<file path="config.mk">
export PLATFORM = sky130hd
export DESIGN_NAME = id_ex_stage
export DESIGN_NICKNAME = d
export VERILOG_FILES = /design/src/rtl/id_ex_stage_pkg.sv /design/src/rtl/id_ex_stage_load_use_detector.sv /design/src/rtl/id_ex_stage.sv
export SDC_FILE = /design/constraint.sdc
export NUM_CORES = 1
export LEC_CHECK = 0
export BUFFER_PORTS_ARGS = -buffer_cell sky130_fd_sc_hd__buf_2
export CAP_MARGIN = 30
export CORE_AREA = 3 3 133 135
export CTS_BUF_LIST = sky130_fd_sc_hd__clkbuf_4 sky130_fd_sc_hd__clkbuf_8
export CTS_CLUSTER_DIAMETER = 60
export DETAILED_ROUTE_END_ITERATION = 6
export DIE_AREA = 0 0 136 138
export GPL_TIMING_DRIVEN = 0
export PLACE_DENSITY_LB_ADDON = 0.1
export SLEW_MARGIN = 20
export SYNTH_ARGS = -nofsm -noshare
export SYNTH_HDL_FRONTEND = slang
export SYNTH_SLANG_ARGS = --single-unit
export TNS_END_PERCENT = 10
</file>
<file path="constraint.sdc">
create_clock -name clk_i -period 13.9 [get_ports clk_i]
set_input_delay 2.085 -clock clk_i [delete_from_list [all_inputs] [get_ports clk_i]]
set_output_delay 2.085 -clock clk_i [all_outputs]
set_load 0.1 [all_outputs]
</file>
<file path="src/rtl/id_ex_stage_pkg.sv">
// -----------------------------------------------------------------------------
// id_ex_stage_pkg
// Shared definitions for the ID/EX pipeline register slice:
//   - data_dest_e : writeback source select carried with each instruction
//   - state_e     : ID/EX control FSM states
//   - REG_ADDR_W  : architectural register address width
// -----------------------------------------------------------------------------
package id_ex_stage_pkg;

    localparam int unsigned REG_ADDR_W = 5;

    typedef enum logic [1:0] {
        DEST_ALU = 2'd0,
        DEST_MEM = 2'd1,
        DEST_PC  = 2'd2
    } data_dest_e;

    typedef enum logic [1:0] {
        ST_RUN        = 2'd0,
        ST_LOAD_STALL = 2'd1,
        ST_HOLD       = 2'd2
    } state_e;

endpackage

</file>
<file path="src/rtl/id_ex_stage_load_use_detector.sv">
// -----------------------------------------------------------------------------
// id_ex_stage_load_use_detector
// Pure combinational load-use hazard compare between the instruction in EX and
// the instruction sitting in ID.
//   ex_valid_i / ex_reg_wr_sig_i / ex_data_dest_i / ex_reg_wr_addr_i : EX side
//   id_valid_i / id_rs{1,2}_used_i / id_reg_addr{1,2}_i             : ID side
//   load_use_o : EX is a load to a non-zero register that ID reads
// -----------------------------------------------------------------------------
module id_ex_stage_load_use_detector
    import id_ex_stage_pkg::*;
(
    input  logic                  ex_valid_i,
    input  logic                  ex_reg_wr_sig_i,
    input  logic [1:0]            ex_data_dest_i,
    input  logic [REG_ADDR_W-1:0] ex_reg_wr_addr_i,
    input  logic                  id_valid_i,
    input  logic                  id_rs1_used_i,
    input  logic                  id_rs2_used_i,
    input  logic [REG_ADDR_W-1:0] id_reg_addr1_i,
    input  logic [REG_ADDR_W-1:0] id_reg_addr2_i,
    output logic                  load_use_o
);

    logic ex_is_load;
    logic rs1_hit;
    logic rs2_hit;

    // x0 is never a real destination, so a load to x0 cannot create a hazard.
    assign ex_is_load = ex_valid_i & ex_reg_wr_sig_i
                      & (ex_data_dest_i == DEST_MEM)
                      & (ex_reg_wr_addr_i != '0);

    assign rs1_hit = id_rs1_used_i & (id_reg_addr1_i == ex_reg_wr_addr_i);
    assign rs2_hit = id_rs2_used_i & (id_reg_addr2_i == ex_reg_wr_addr_i);

    assign load_use_o = ex_is_load & id_valid_i & (rs1_hit | rs2_hit);

endmodule

</file>
<file path="src/rtl/id_ex_stage.sv">
// -----------------------------------------------------------------------------
// id_ex_stage
// ID/EX pipeline register with load-use stall, EX back-pressure hold and
// branch flush, plus a saturating stall-cycle counter.
//   clk_i, rst_i          : clock, async active-high reset
//   id_*_i                : decoded instruction from ID (operands pre-forwarded)
//   flush_i               : squash the ID instruction (taken branch/jump in EX)
//   ex_busy_i             : EX cannot accept a new instruction this cycle
//   stall_o               : freeze PC and IF/ID (combinational)
//   ex_*_o                : registered instruction presented to EX
//   stall_cnt_o           : saturating count of cycles with stall_o=1
// -----------------------------------------------------------------------------
module id_ex_stage
    import id_ex_stage_pkg::*;
#(
    parameter int unsigned XLEN  = 32,
    parameter int unsigned CNT_W = 16
) (
    input  logic                  clk_i,
    input  logic                  rst_i,

    input  logic                  id_valid_i,
    input  logic [REG_ADDR_W-1:0] id_reg_addr1_i,
    input  logic [REG_ADDR_W-1:0] id_reg_addr2_i,
    input  logic                  id_rs1_used_i,
    input  logic                  id_rs2_used_i,
    input  logic [XLEN-1:0]       id_rs1_i,
    input  logic [XLEN-1:0]       id_rs2_i,
    input  logic [XLEN-1:0]       id_imm_i,
    input  logic [XLEN-1:0]       id_pc_i,
    input  logic [REG_ADDR_W-1:0] id_reg_wr_addr_i,
    input  logic                  id_reg_wr_sig_i,
    input  logic [1:0]            id_data_dest_i,
    input  logic [3:0]            id_alu_op_i,

    input  logic                  flush_i,
    input  logic                  ex_busy_i,

    output logic                  stall_o,

    output logic                  ex_valid_o,
    output logic [REG_ADDR_W-1:0] ex_reg_wr_addr_o,
    output logic                  ex_reg_wr_sig_o,
    output logic [1:0]            ex_data_dest_o,
    output logic [3:0]            ex_alu_op_o,
    output logic [XLEN-1:0]       ex_rs1_o,
    output logic [XLEN-1:0]       ex_rs2_o,
    output logic [XLEN-1:0]       ex_imm_o,
    output logic [XLEN-1:0]       ex_pc_o,
    output logic [XLEN-1:0]       ex_pc_plus4_o,

    output logic [CNT_W-1:0]      stall_cnt_o
);

    state_e                state_q;
    state_e                state_d;

    logic                  ex_valid_q;
    logic [REG_ADDR_W-1:0] ex_reg_wr_addr_q;
    logic                  ex_reg_wr_sig_q;
    logic [1:0]            ex_data_dest_q;
    logic [3:0]            ex_alu_op_q;
    logic [XLEN-1:0]       ex_rs1_q;
    logic [XLEN-1:0]       ex_rs2_q;
    logic [XLEN-1:0]       ex_imm_q;
    logic [XLEN-1:0]       ex_pc_q;
    logic [XLEN-1:0]       ex_pc_plus4_q;
    logic [CNT_W-1:0]      stall_cnt_q;

    logic                  load_use;
    logic                  hold_d;
    logic                  bubble_d;

    id_ex_stage_load_use_detector u_load_use_detector (
        .ex_valid_i       (ex_valid_q),
        .ex_reg_wr_sig_i  (ex_reg_wr_sig_q),
        .ex_data_dest_i   (ex_data_dest_q),
        .ex_reg_wr_addr_i (ex_reg_wr_addr_q),
        .id_valid_i       (id_valid_i),
        .id_rs1_used_i    (id_rs1_used_i),
        .id_rs2_used_i    (id_rs2_used_i),
        .id_reg_addr1_i   (id_reg_addr1_i),
        .id_reg_addr2_i   (id_reg_addr2_i),
        .load_use_o       (load_use)
    );

    // Per-cycle decision: flush beats busy beats load-use. HOLD re-evaluates
    // exactly like RUN once busy drops. LOAD_STALL always releases the ID
    // instruction since the loaded value is forwarded from EX/MEM by then.
    always_comb begin
        stall_o  = 1'b0;
        hold_d   = 1'b0;
        bubble_d = 1'b0;
        state_d  = ST_RUN;
        if (flush_i) begin
            bubble_d = 1'b1;
        end else if (ex_busy_i) begin
            stall_o = 1'b1;
            hold_d  = 1'b1;
            state_d = ST_HOLD;
        end else begin
            unique case (state_q)
                ST_RUN, ST_HOLD: begin
                    if (load_use) begin
                        stall_o  = 1'b1;
                        bubble_d = 1'b1;
                        state_d  = ST_LOAD_STALL;
                    end else begin
                        bubble_d = ~id_valid_i;
                    end
                end
                ST_LOAD_STALL: begin
                    bubble_d = ~id_valid_i;
                end
                default: begin
                    bubble_d = 1'b1;
                end
            endcase
        end
    end

    always_ff @(posedge clk_i or posedge rst_i) begin
        if (rst_i) begin
            state_q          <= ST_RUN;
            ex_valid_q       <= 1'b0;
            ex_reg_wr_addr_q <= '0;
            ex_reg_wr_sig_q  <= 1'b0;
            ex_data_dest_q   <= '0;
            ex_alu_op_q      <= '0;
            ex_rs1_q         <= '0;
            ex_rs2_q         <= '0;
            ex_imm_q         <= '0;
            ex_pc_q          <= '0;
            ex_pc_plus4_q    <= '0;
            stall_cnt_q      <= '0;
        end else begin
            state_q <= state_d;

            if (stall_o && (stall_cnt_q != '1)) begin
                stall_cnt_q <= stall_cnt_q + CNT_W'(1);
            end

            if (!hold_d) begin
                if (bubble_d) begin
                    ex_valid_q       <= 1'b0;
                    ex_reg_wr_addr_q <= '0;
                    ex_reg_wr_sig_q  <= 1'b0;
                    ex_data_dest_q   <= '0;
                    ex_alu_op_q      <= '0;
                    ex_rs1_q         <= '0;
                    ex_rs2_q         <= '0;
                    ex_imm_q         <= '0;
                    ex_pc_q          <= '0;
                    ex_pc_plus4_q    <= '0;
                end else begin
                    ex_valid_q       <= 1'b1;
                    ex_reg_wr_addr_q <= id_reg_wr_addr_i;
                    // A write to x0 is dropped here so downstream never sees it.
                    ex_reg_wr_sig_q  <= id_reg_wr_sig_i & (id_reg_wr_addr_i != '0);
                    ex_data_dest_q   <= id_data_dest_i;
                    ex_alu_op_q      <= id_alu_op_i;
                    ex_rs1_q         <= id_rs1_i;
                    ex_rs2_q         <= id_rs2_i;
                    ex_imm_q         <= id_imm_i;
                    ex_pc_q          <= id_pc_i;
                    ex_pc_plus4_q    <= id_pc_i + XLEN'(4);
                end
            end
        end
    end

    assign ex_valid_o       = ex_valid_q;
    assign ex_reg_wr_addr_o = ex_reg_wr_addr_q;
    assign ex_reg_wr_sig_o  = ex_reg_wr_sig_q;
    assign ex_data_dest_o   = ex_data_dest_q;
    assign ex_alu_op_o      = ex_alu_op_q;
    assign ex_rs1_o         = ex_rs1_q;
    assign ex_rs2_o         = ex_rs2_q;
    assign ex_imm_o         = ex_imm_q;
    assign ex_pc_o          = ex_pc_q;
    assign ex_pc_plus4_o    = ex_pc_plus4_q;
    assign stall_cnt_o      = stall_cnt_q;

endmodule
</file>
== Word level (Yosys, flattened, before mapping) ==
Index checks and enable logic that the tools add are counted.
Cells by class
  add/subtract/negate cells: 2
  eq/ne operators: 6
  mux-type cells: 24
  bitwise gates (word level): 10
  reductions and logical operators: 5
Operator list (number)
  $mux W32: 5
  $add A32 B3 Y32 const B: 1
  $add A16 B1 Y16 const B: 1
  $ne A16 B16 Y1 const B: 1
  $mux W1: 13
  $eq A5 B5 Y1: 2
  $reduce_bool A5 Y1: 2
  $and A1 B1 Y1: 8
  $mux W2: 3
  $mux W5: 1
  $eq A2 B1 Y1 const B: 2
  $mux W4: 1
  $eq A2 B2 Y1 const B: 1
  $logic_not A2 Y1: 1
  $pmux W1 S2: 1
  $reduce_or A2 Y1: 1
  $logic_and A1 B1 Y1: 1
  $not A1 Y1: 1
  $or A1 B1 Y1: 1
Storage, ports and cells
  flip-flop bits (word level): 191
  bits of input ports: 157
  output and inout port bits: 190

== Longest topological paths before layout ==
Gate-level depths: netlist (run 1).
  depth in word-level cells: 10
  depth in mapped cells: 9
  mapped depth without buffers: 7

== Cells and area by module ==
Synthesis (run 1) repeated with hierarchy kept, for this count alone.
Unflattened totals
  cells, all modules: 617
  area total of the unflattened synthesis: 7723.7 um^2
Modules (own cells, without submodules)
  id_ex_stage: instances 1, cells each 599, area an instance 7578.5 um^2, sequential area each 4729.5 um^2
  id_ex_stage_load_use_detector: instances 1, cells each 18, area an instance 145.1 um^2, sequential area each 0.0 um^2

== Worst setup path after synthesis (run 1) ==
OpenSTA, ideal clock, no wires.
  kind: input to output
  start point: input id_reg_addr1_i[1]
  end point: output stall_o
  arrival: 4.153 ns
  path slack: 7.662 ns
  stages on the path: 6
  buffers on the path: 1
  cells stage by stage: xnor2_1 -> nand4_1 -> o22ai_1 -> a21oi_2 -> buf_2 -> nor2_1
Between the ends
  longest elaborated chain between the ends: 8
Ends and longest elaborated chain
  from (decl): RTL line id_ex_stage.sv:23  | input logic [REG_ADDR_W-1:0] id_reg_addr1_i,
  $eq A5 B5 Y1: RTL line id_ex_stage_load_use_detector.sv:33  | assign rs1_hit = id_rs1_used_i & (id_reg_addr1_i == ex_reg_wr_addr_i);
  $and A1 B1 Y1: RTL line id_ex_stage_load_use_detector.sv:33
  $or A1 B1 Y1: RTL line id_ex_stage_load_use_detector.sv:36  | assign load_use_o = ex_is_load & id_valid_i & (rs1_hit | rs2_hit);
  $and A1 B1 Y1: RTL line id_ex_stage_load_use_detector.sv:36
  $mux W1: RTL line id_ex_stage.sv:104  | if (load_use) begin
  $mux W1: RTL line id_ex_stage.sv:102  | unique case (state_q)
  $mux W1: RTL line id_ex_stage.sv:97  | end else if (ex_busy_i) begin
  $mux W1: RTL line id_ex_stage.sv:95  | if (flush_i) begin
  to (decl): RTL line id_ex_stage.sv:39  | output logic stall_o,
Every way passes these cells.

== Final worst setup path (run 1) ==
Ends and elaborated chain as after synthesis.

==> results of run 1 <==
==> worst max-delay path by stage <==
| stage | end | slack [ns] | from | cells after the start |
|---|---|---|---|---|
| final | stall_o | 8.10 | id_reg_addr1_i[1] | 8 |
| after global routing | stall_o | 8.02 | id_reg_addr1_i[1] | 8 |
| after CTS | stall_o | 8.10 | id_reg_addr1_i[1] | 8 |
| after detailed placement | stall_o | 8.11 | id_reg_addr1_i[1] | 8 |
| after global placement | stall_cnt_o[7]$_DFFE_PP0P_ | 4.47 | rst_i | 2 |
| after floorplan | ex_alu_op_o[0]$_DFFE_PP0N_ | 6.67 | rst_i | 1 |
==> metal layers <==
layer	track usage, %	wire (um)	vias up
li1	-	-	2909
met1	29.98	9319	3022
met2	39.66	11010	240
met3	7.376	1847	33
met4	7.003	454	2
met5	0	13	-
==> power by group through the flow <==
stage	Sequential, uW	Clock [uW]	Combinational [uW]
2_1_floorplan	825	0	63.9
3_3_place_gp	613	0	359
3_5_place_dp	613	0	362
4_1_cts	602	371	362
5_1_grt	606	398	376
6_report	602	361	359
==> logic make-up (layout without fill, tap and decap cells) <==
logic type               Yosys count  in the layout  share of synthesized area (%)
adder cells (fa/ha/maj)            2              2                         0.3297
buffers and inverters             48            426                          4.221
XOR/XNOR                          53             53                          6.117
multiplexers                       1              1                         0.1484
other                              0              1                              0
flip-flops                       189            189                          62.32
AO/OA/AOI/OAI                    174            174                          18.53
AND/OR/NAND/NOR                  125            125                          8.326
==> cell type report <==
| cell class | count | share of cell area, % |
|---|---|---|
| antenna | 1 | 0.02498 |
| clock inverter | 13 | 1.374 |
| multi-input combinational | 355 | 25.34 |
| timing repair buffer | 347 | 17.56 |
| tap | 220 | 2.748 |
| sequential | 189 | 47.21 |
| inverter | 5 | 0.2623 |
| buffer | 43 | 3.010 |
| clock buffer | 18 | 2.473 |
==> synth_stat cells, drive strengths merged <==
| library cell | n |
|---|---|
| and4 | 5 |
| o22ai | 1 |
| a21oi | 1 |
| nand3 | 11 |
| nor3b | 3 |
| o21ai | 31 |
| clkbuf | 23 |
| a22o | 140 |
| dfrtp | 189 |
| inv | 5 |
| nor4 | 3 |
| xor2 | 29 |
| or4 | 2 |
| nor3 | 12 |
| nand2 | 52 |
| nand4 | 15 |
| nor4b | 2 |
| nor2b | 1 |
| buf | 20 |
| ha | 2 |
| mux2 | 1 |
| xnor2 | 24 |
| nor2 | 15 |
| a41o | 1 |
| nand4b | 1 |
| or2 | 2 |
| and3 | 1 |
==> state kept, by name, indices dropped and copies added (netlist names) <==
register          flops
ex_data_dest_o        2
ex_valid_o            1
stall_cnt_o          16
state_q               2
ex_imm_o             32
ex_rs2_o             32
ex_reg_wr_addr_o      5
ex_alu_op_o           4
ex_reg_wr_sig_o       1
ex_pc_o              32
ex_rs1_o             32
ex_pc_plus4_o        30
==> tightest hold or removal path, stage by stage, from the launching register on <==
cell and delay (ns):
dfrtp_1 0.35, nand2_1 0.05, o21ai_0 0.06
==> per-stage QoR <==
stage	worst slack, ns	util (%)	instance area (um^2)
3_3_place_gp	4.475	57.86	9595
3_5_place_dp	8.114	58.07	9630
6_report	8.098	60.41	10020
4_1_cts	8.102	60.40	10020
5_1_grt	8.025	60.40	10020
2_1_floorplan	6.673	-	7589
==> impl_metrics.json, run 1 <==
{
  "min_delay_worst_endpoint": "ex_pc_plus4_o[11]$_DFFE_PP0N_",
  "final_weighted_congestion_of_routability_driven_global_placement": 0.8187,
  "power_frac_seq_pct": 45.5,
  "post-dp-hpwl_um": 17300,
  "rr_worst_depth": 7,
  "holdBufCountCts": 0,
  "clkTransAtPathRegs_ns": 0.09,
  "cp_max_fo": 10,
  "totalWireLength_um": 22650,
  "synthDominantCellAreaShare_pct": 62.32,
  "final.fill_count": 1437,
  "worst_setup_path_end_kind": "output port",
  "ios": 347,
  "crit_family": "buffers and inverters",
  "final-max-slew-violation-count": 0,
  "timing.rr.start": "ex_reg_wr_addr_o[1]$_DFFE_PP0N_",
  "outcome": "complete, no violations",
  "synth_warnings": 0,
  "worst_clock_skew_ns": 0.01344,
  "synth_area_um2": 7589,
  "multi_input_area_um2": 2539,
  "cell_accounting_for_the_most_synthesized_area": "dfrtp_1",
  "cts_made_buffers": 17,
  "crit_path_cell_trace": "buf_2, xnor2_1, nand4_1, o22ai_1, a21oi_2, buf_2, nor2_1, buf_2",
  "timing_worst_slew_pin_value_ns": 0.6507,
  "fin_cells": 1191,
  "ys_seq_elements": 189,
  "crit_buf_inv": 3,
  "ys_seq_area_share_pct": 62.32,
  "design_power_total_uw": 1323,
  "synthesis.nets": 751,
  "relSlewSlack_pct": 56.62,
  "critical-path-slowest-cell": "buf_2",
  "htree_levels": 4,
  "routed_via_density": 5.211,
  "hold-path-cell-count": 2,
  "pwr_density_cell_nw_per_um2": 132.1,
  "port-buffer-count": 346,
  "die_height_um": 138,
  "num-nets-final": 1117,
  "setup_repair_after_global_routing_missed_its_margin": "false",
  "cell_count_post_placement": 1159,
  "maxCapViolations": 0,
  "path_common_cell": "buf_2",
  "final_common_cell": "buf_2",
  "synth.avg_cell_area_um2": 12.82,
  "cts.sinks": 189,
  "routed-via-count": 6206,
  "fp.coreArea_um2": 16580,
  "cp_slowest_stage_delay_ns": 0.43,
  "total_leakage_power_uw": 0.005446,
  "cts_tree": "built",
  "share_comb_of_total_power_pct": 27.2,
  "track_usage_pct": 23.83,
  "global_route_wire_length_before_repair_um": 34860,
  "dieArea_um2": 18770,
  "cts_root_buffer": "clkbuf_8",
  "clock_power_share_pct": 27.3,
  "ir_drop_mv": 0.09922,
  "arrival_ns": 3.72,
  "critical_path_start_type": "primary input",
  "wl_per_cell_um": 19.02,
  "ctsResizeCount": 0,
  "maximum_number_of_pins_on_one_net_before_global_route_repair": 98,
  "finalHoldWorstSlack_ns": 0.4813,
  "timing.hold.worst.class": "flop to flop",
  "detailedRoute.firstPassIterationCount": 4,
  "grt_pass1_vias": 6150,
  "power_switching_uw": 512.7,
  "die_width_um": 136,
  "ff_latch_area_um2": 4730,
  "netSwitchingFraction_pct": 38.75,
  "cts.path.max_buffers": 2,
  "cts_setup_buffers": 0,
  "cp.required_ns": 11.81,
  "worstSetupPathType": "primary input to output port",
  "power.internal_uw": 810.3,
  "timing.rr.end": "ex_pc_plus4_o[14]$_DFFE_PP0N_",
  "maxClockFrequency_mhz": 172.4,
  "final_hold_viol_count": 0,
  "drtIter0Drc": 276,
  "clk_latency_ns": 0.46,
  "r2r_setup_slack_ns": 11.67,
  "rows": 47,
  "global_route_overflow": 0,
  "floorplan.initialDensity_pct": 45.76,
  "most_frequent_cells_in_the_layout": "buf_2, dfrtp_1, a22o_1, nand2_1, xor2_1",
  "antenna_found_initial": 1,
  "synth_area_leaders": "dfrtp_1, a22o_1, xor2_1",
  "hold_path.startpoint": "ex_pc_plus4_o[11]$_DFFE_PP0N_",
  "synthesis.instances": 592,
  "final.period_utilization_pct": 41.74,
  "number_of_different_library_cells_in_the_post_synthesis_netlist": 34,
  "final_layout_size_suffix_gt1_share_pct": 41.86,
  "period_needed_ns": 5.802,
  "syn_to_layout_area_delta_pct": 32.02,
  "setup_viol_count_final": 0,
  "drt.antenna.violating_nets": 0,
  "post-route-drc-count": 0,
  "setup_total_negative_slack_ns": 0
}
Note: power is estimated with default switching activity, not from simulation.
==> run 2: changes to the inputs <==
CORE_AREA = default   (was 3 3 133 135)
CORE_ASPECT_RATIO = 1.75   (was default)
CORE_MARGIN = 3   (was default)
CORE_UTILIZATION = 44   (was default)
DIE_AREA = default   (was 0 0 136 138)
clock period = 4.9 ns   (was 13.9 ns; I/O delays follow)
==> impl_metrics.json, run 2 (synthesis results as in run 1) <==
{
  "fp.coreArea_um2": 16680,
  "dpl_worst_slack_ns": 1.785,
  "critical-path-slowest-cell": "or4_1",
  "setup_ws_ns": 1.525,
  "worstSetupPathType": "flop to output port",
  "outcome": "complete, no violations",
  "drt.antenna.violating_nets": 0,
  "maxCapViolations": 0,
  "critical_path_start_type": "flop",
  "cp.required_ns": 4.16,
  "final.fill_count": 1472,
  "r2r_setup_slack_ns": 2.68,
  "cts_root_buffer": "clkbuf_8",
  "track_usage_pct": 25.34,
  "antenna_found_initial": 4,
  "crit_path_cell_trace": "or4_1, nor2_1, nor4b_2, a21oi_2, buf_2, nor2_1, buf_2",
  "wl_per_cell_um": 19.67,
  "cp_max_fo": 10,
  "final_common_cell": "buf_2",
  "worst_clock_skew_ns": 0.01197,
  "global_route_wire_length_before_repair_um": 37470,
  "final_hold_viol_count": 0,
  "totalWireLength_um": 23640,
  "holdBufCountCts": 0,
  "htree_levels": 4,
  "setup_total_negative_slack_ns": 0,
  "setup_repair_after_global_routing_missed_its_margin": "false",
  "dpl-instance-area_um2": 9732,
  "timing.hold.worst.class": "primary input to asynchronous set/reset pin",
  "dieArea_um2": 18920,
  "setup_viol_count_final": 0,
  "finish.instance_area_um2": 10110,
  "post-dp-hpwl_um": 18390,
  "maxClockFrequency_mhz": 296.3,
  "drtIter0Drc": 270,
  "final-max-slew-violation-count": 0,
  "cts_setup_buffers": 0,
  "floorplan.initialDensity_pct": 45.50,
  "rows": 62,
  "clkTransAtPathRegs_ns": 0.10,
  "die_height_um": 179.7,
  "relSlewSlack_pct": 58.31,
  "maximum_number_of_pins_on_one_net_before_global_route_repair": 35,
  "ctsResizeCount": 0,
  "rr_worst_depth": 7,
  "routed_via_density": 5.238,
  "routed-via-count": 6296,
  "port-buffer-count": 346,
  "timing.rr.end": "stall_cnt_o[11]$_DFFE_PP0P_",
  "cts.path.max_buffers": 2,
  "timing.rr.start": "ex_reg_wr_addr_o[0]$_DFFE_PP0N_",
  "final.period_utilization_pct": 68.87,
  "cts.sinks": 189,
  "die_width_um": 105.3,
  "cts_tree": "built",
  "global_route_overflow": 0,
  "ios": 347,
  "most_frequent_cells_in_the_layout": "buf_2, dfrtp_1, a22o_1, nand2_1, xor2_1",
  "num-nets-final": 1122,
  "cp_slowest_stage_delay_ns": 0.55,
  "pwr_density_cell_nw_per_um2": 370.8,
  "period_needed_ns": 3.375,
  "total_leakage_power_uw": 0.005467,
  "cts_made_buffers": 17,
  "arrival_ns": 2.64,
  "post-route-drc-count": 0,
  "final_layout_size_suffix_gt1_share_pct": 42.15,
  "grt_pass1_vias": 6480,
  "syn_to_layout_area_delta_pct": 33.19,
  "ir_drop_mv": 0.2225,
  "detailedRoute.firstPassIterationCount": 4,
  "clk_latency_ns": 0.46,
  "worst_setup_path_end_kind": "output port",
  "timing_worst_slew_pin_value_ns": 0.6253,
  "final_weighted_congestion_of_routability_driven_global_placement": 0.8346
}
run 2: final cells by class:
| cell class | count | area, um^2 | area share, % |
|---|---|---|---|
| inverters | 5 | 22.52 | 0.2228 |
| clock inverters | 14 | 133.9 | 1.325 |
| flip-flops and latches | 189 | 4730 | 46.79 |
| clock buffers | 17 | 234.0 | 2.315 |
| multi-input cells | 355 | 2539 | 25.12 |
| repair buffers | 352 | 1859 | 18.40 |
| well taps | 224 | 280.3 | 2.773 |
| plain buffers | 43 | 301.5 | 2.983 |
| diodes | 3 | 7.507 | 0.07428 |
run 2: power breakdown:
| part | switching (uW) | leakage (uW) | internal (uW) |
|---|---|---|---|
| logic | 835 | 0.00272 | 198 |
| registers | 70.8 | 0.00256 | 1640 |
| clock network | 592 | 0.000183 | 411 |
run 2: per-stage QoR:
step / std cells / hold slack [ns] / util [%] / power (uW)
6_report: 1202 / 0.2676 / 60.60 / 3748
5_1_grt: 1202 / 0.2661 / 60.60 / 3898
4_1_cts: 1199 / 0.2417 / 60.56 / 3788
3_5_place_dp: 1168 / 0.4648 / 58.35 / 2781
3_3_place_gp: 1162 / 0.4577 / 57.58 / 2763
2_1_floorplan: 592 / 0.6065 / - / 2521
run 2: worst max path at each step:
stage	endpoint	depth (start not counted)	startpoint	slack, ns
floorplan	stall_o	6	ex_reg_wr_addr_o[0]$_DFFE_PP0N_	0.95
global placement	ex_imm_o[10]$_DFFE_PP0N_	2	rst_i	0.56
detailed placement	stall_o	8	id_reg_addr1_i[4]	1.78
CTS	stall_o	7	ex_reg_wr_addr_o[0]$_DFFE_PP0N_	1.49
global route	stall_o	7	ex_reg_wr_addr_o[0]$_DFFE_PP0N_	1.36
finish	stall_o	7	ex_reg_wr_addr_o[0]$_DFFE_PP0N_	1.53
run 2: worst max-delay path: cells and delay by family (launching register included):
family,cells,cell delay (ns)
compound gates,1,0.32
flops,1,0.47
simple gates,4,0.81
buf+inv,2,0.58
run 2: metal layers:
| metal | part of all wire [%] | track usage (%) | wire, um |
|---|---|---|---|
| met1 | 37 | 28.84 | 8707 |
| met2 | 53 | 44.56 | 12600 |
| met3 | 6.6 | 6.461 | 1566 |
| met4 | 3.2 | 10.88 | 751 |
| met5 | 0.055 | 0 | 13 |
==> run 3: changes to the inputs <==
CORE_AREA = 3 3 133 135   (was default)
CORE_ASPECT_RATIO = default   (was 1.75)
CORE_MARGIN = default   (was 3)
CORE_UTILIZATION = default   (was 44)
DIE_AREA = 0 0 136 138   (was default)
clock period = 3.4 ns   (was 4.9 ns; I/O delays follow)
==> impl_metrics.json, run 3 (synthesis results as in run 1) <==
{
  "final.fill_count": 1438,
  "clock_power_share_pct": 26.4,
  "critical_path_start_type": "flop",
  "maxCapViolations": 0,
  "num-nets-final": 1122,
  "share_comb_of_total_power_pct": 27.8,
  "ios": 347,
  "routed-via-count": 6228,
  "power_switching_uw": 2159,
  "die_width_um": 136,
  "htree_levels": 4,
  "clkTransAtPathRegs_ns": 0.11,
  "track_usage_pct": 24.60,
  "cts_made_buffers": 17,
  "maxClockFrequency_mhz": 314.4,
  "timing_worst_slew_pin_value_ns": 0.6309,
  "timing.hold.worst.class": "primary input to asynchronous set/reset pin",
  "cts_tree": "built",
  "cts_setup_buffers": 0,
  "grt_pass1_vias": 6183,
  "r2r_setup_slack_ns": 1.15,
  "design_power_total_uw": 5366,
  "setup_ws_ns": 0.2198,
  "relSlewSlack_pct": 57.85,
  "final_layout_size_suffix_gt1_share_pct": 42.21,
  "holdBufCountCts": 0,
  "timing.rr.end": "stall_cnt_o[15]$_DFFE_PP0P_",
  "dpl_worst_slack_ns": 0.7259,
  "setup_repair_after_global_routing_missed_its_margin": "false",
  "wl_per_cell_um": 19.41,
  "grt.met3_usage_pct": 8.249,
  "antenna_found_initial": 1,
  "drtIter0Drc": 264,
  "cp.required_ns": 2.89,
  "dpl-instance-area_um2": 9727,
  "global_route_overflow": 0,
  "timing.rr.start": "ex_reg_wr_addr_o[3]$_DFFE_PP0N_",
  "finalHoldWorstSlack_ns": 0.1152,
  "final-max-slew-violation-count": 0,
  "final_weighted_congestion_of_routability_driven_global_placement": 0.8367,
  "total_leakage_power_uw": 0.005472,
  "period_needed_ns": 3.180,
  "post-route-drc-count": 0,
  "syn_to_layout_area_delta_pct": 33.14,
  "cts.path.max_buffers": 2,
  "worst_setup_path_end_kind": "output port",
  "post-dp-hpwl_um": 18060,
  "routed_via_density": 5.203,
  "groute.layer.met1.usage_pct": 30.95,
  "rows": 47,
  "power.internal_uw": 3207,
  "port-buffer-count": 346,
  "final_hold_viol_count": 0,
  "final_common_cell": "buf_2",
  "drt.antenna.violating_nets": 0,
  "arrival_ns": 2.67,
  "pwr_density_cell_nw_per_um2": 531.1,
  "cp_max_fo": 10,
  "most_frequent_cells_in_the_layout": "buf_2, dfrtp_1, a22o_1, nand2_1, xor2_1",
  "finish.instance_area_um2": 10100,
  "fp.coreArea_um2": 16580,
  "most_heavily_used_metal_layer_in_global_routing": "met2",
  "grt_util_met2_pct": 40.68,
  "cell_count_post_placement": 1164,
  "detailedRoute.firstPassIterationCount": 4,
  "floorplan.initialDensity_pct": 45.76,
  "netSwitchingFraction_pct": 40.24,
  "ir_drop_mv": 0.3399,
  "fin_cells": 1197,
  "cts_root_buffer": "clkbuf_8",
  "clk_latency_ns": 0.46,
  "rr_worst_depth": 7,
  "totalWireLength_um": 23240,
  "die_height_um": 138,
  "maximum_number_of_pins_on_one_net_before_global_route_repair": 34,
  "power_frac_seq_pct": 45.8,
  "outcome": "complete, no violations",
  "final.period_utilization_pct": 93.54,
  "worstSetupPathType": "flop to output port",
  "ctsResizeCount": 0,
  "cts.sinks": 189,
  "setup_viol_count_final": 0,
  "worst_clock_skew_ns": 0.01674,
  "global_route_wire_length_before_repair_um": 35620,
  "dieArea_um2": 18770
}
## run 3: cell types whose count changed in the layout (fill, tap and decap cells not counted), sizes merged
cell and delta:
clkinv +1, clkbuf +1, diode -2, bufinv -1, inv +1, clkinvlp -1
## run 3: power by group through the flow
stage	clock, uW	sequential (uW)	combinational [uW]
floorplan	0	3370	261
global placement	0	2500	1470
detailed placement	0	2500	1500
CTS	1460	2460	1500
global route	1570	2480	1550
finish	1420	2460	1490
## run 3: final cells by class
type | count | area, um^2 | share of cell area, %
Sequential cell | 189 | 4730 | 46.81
Multi-Input combinational cell | 355 | 2539 | 25.13
Timing Repair Buffer | 352 | 1859 | 18.40
Buffer | 43 | 301.5 | 2.985
Tap cell | 220 | 275.3 | 2.724
Clock buffer | 18 | 247.7 | 2.452
Clock inverter | 14 | 126.4 | 1.251
Inverter | 5 | 22.52 | 0.2229
Antenna cell | 1 | 2.502 | 0.02477
## run 3: critical path, cell delays in order (launching register included)
cell     delay (ns)
dfrtp_1        0.48
or4_1          0.54
nor2_1         0.15
nor4b_2        0.08
a21oi_2        0.34
buf_2          0.29
nor2_1         0.05
buf_2          0.29
## run 3: worst max path at each step
stage / startpoint / end / slack, ns / cells after the start
global placement: rst_i / stall_cnt_o[5]$_DFFE_PP0P_ / -0.76 / 2
CTS: ex_reg_wr_addr_o[3]$_DFFE_PP0N_ / stall_o / 0.19 / 7
detailed placement: ex_reg_wr_addr_o[3]$_DFFE_PP0N_ / stall_o / 0.73 / 7
global route: ex_reg_wr_addr_o[3]$_DFFE_PP0N_ / stall_o / 0.006 / 7
floorplan: ex_reg_wr_addr_o[0]$_DFFE_PP0N_ / stall_o / -0.32 / 6
finish: ex_reg_wr_addr_o[3]$_DFFE_PP0N_ / stall_o / 0.22 / 7
## run 3: per-stage QoR
stage | utilization, % | TNS, ns
2_1_floorplan | - | -0.3248
3_3_place_gp | 57.88 | -140.64
3_5_place_dp | 58.65 | 0
4_1_cts | 60.91 | 0
5_1_grt | 60.91 | 0
6_report | 60.93 | 0
## run 3: routing by layer
layer	up-vias	part of all wire, %	routed length [um]
met5	-	0.030	7
met4	2	1.8	423
met3	29	8.3	1932
met2	242	49	11460
met1	3035	41	9418
li1	2920	-	-
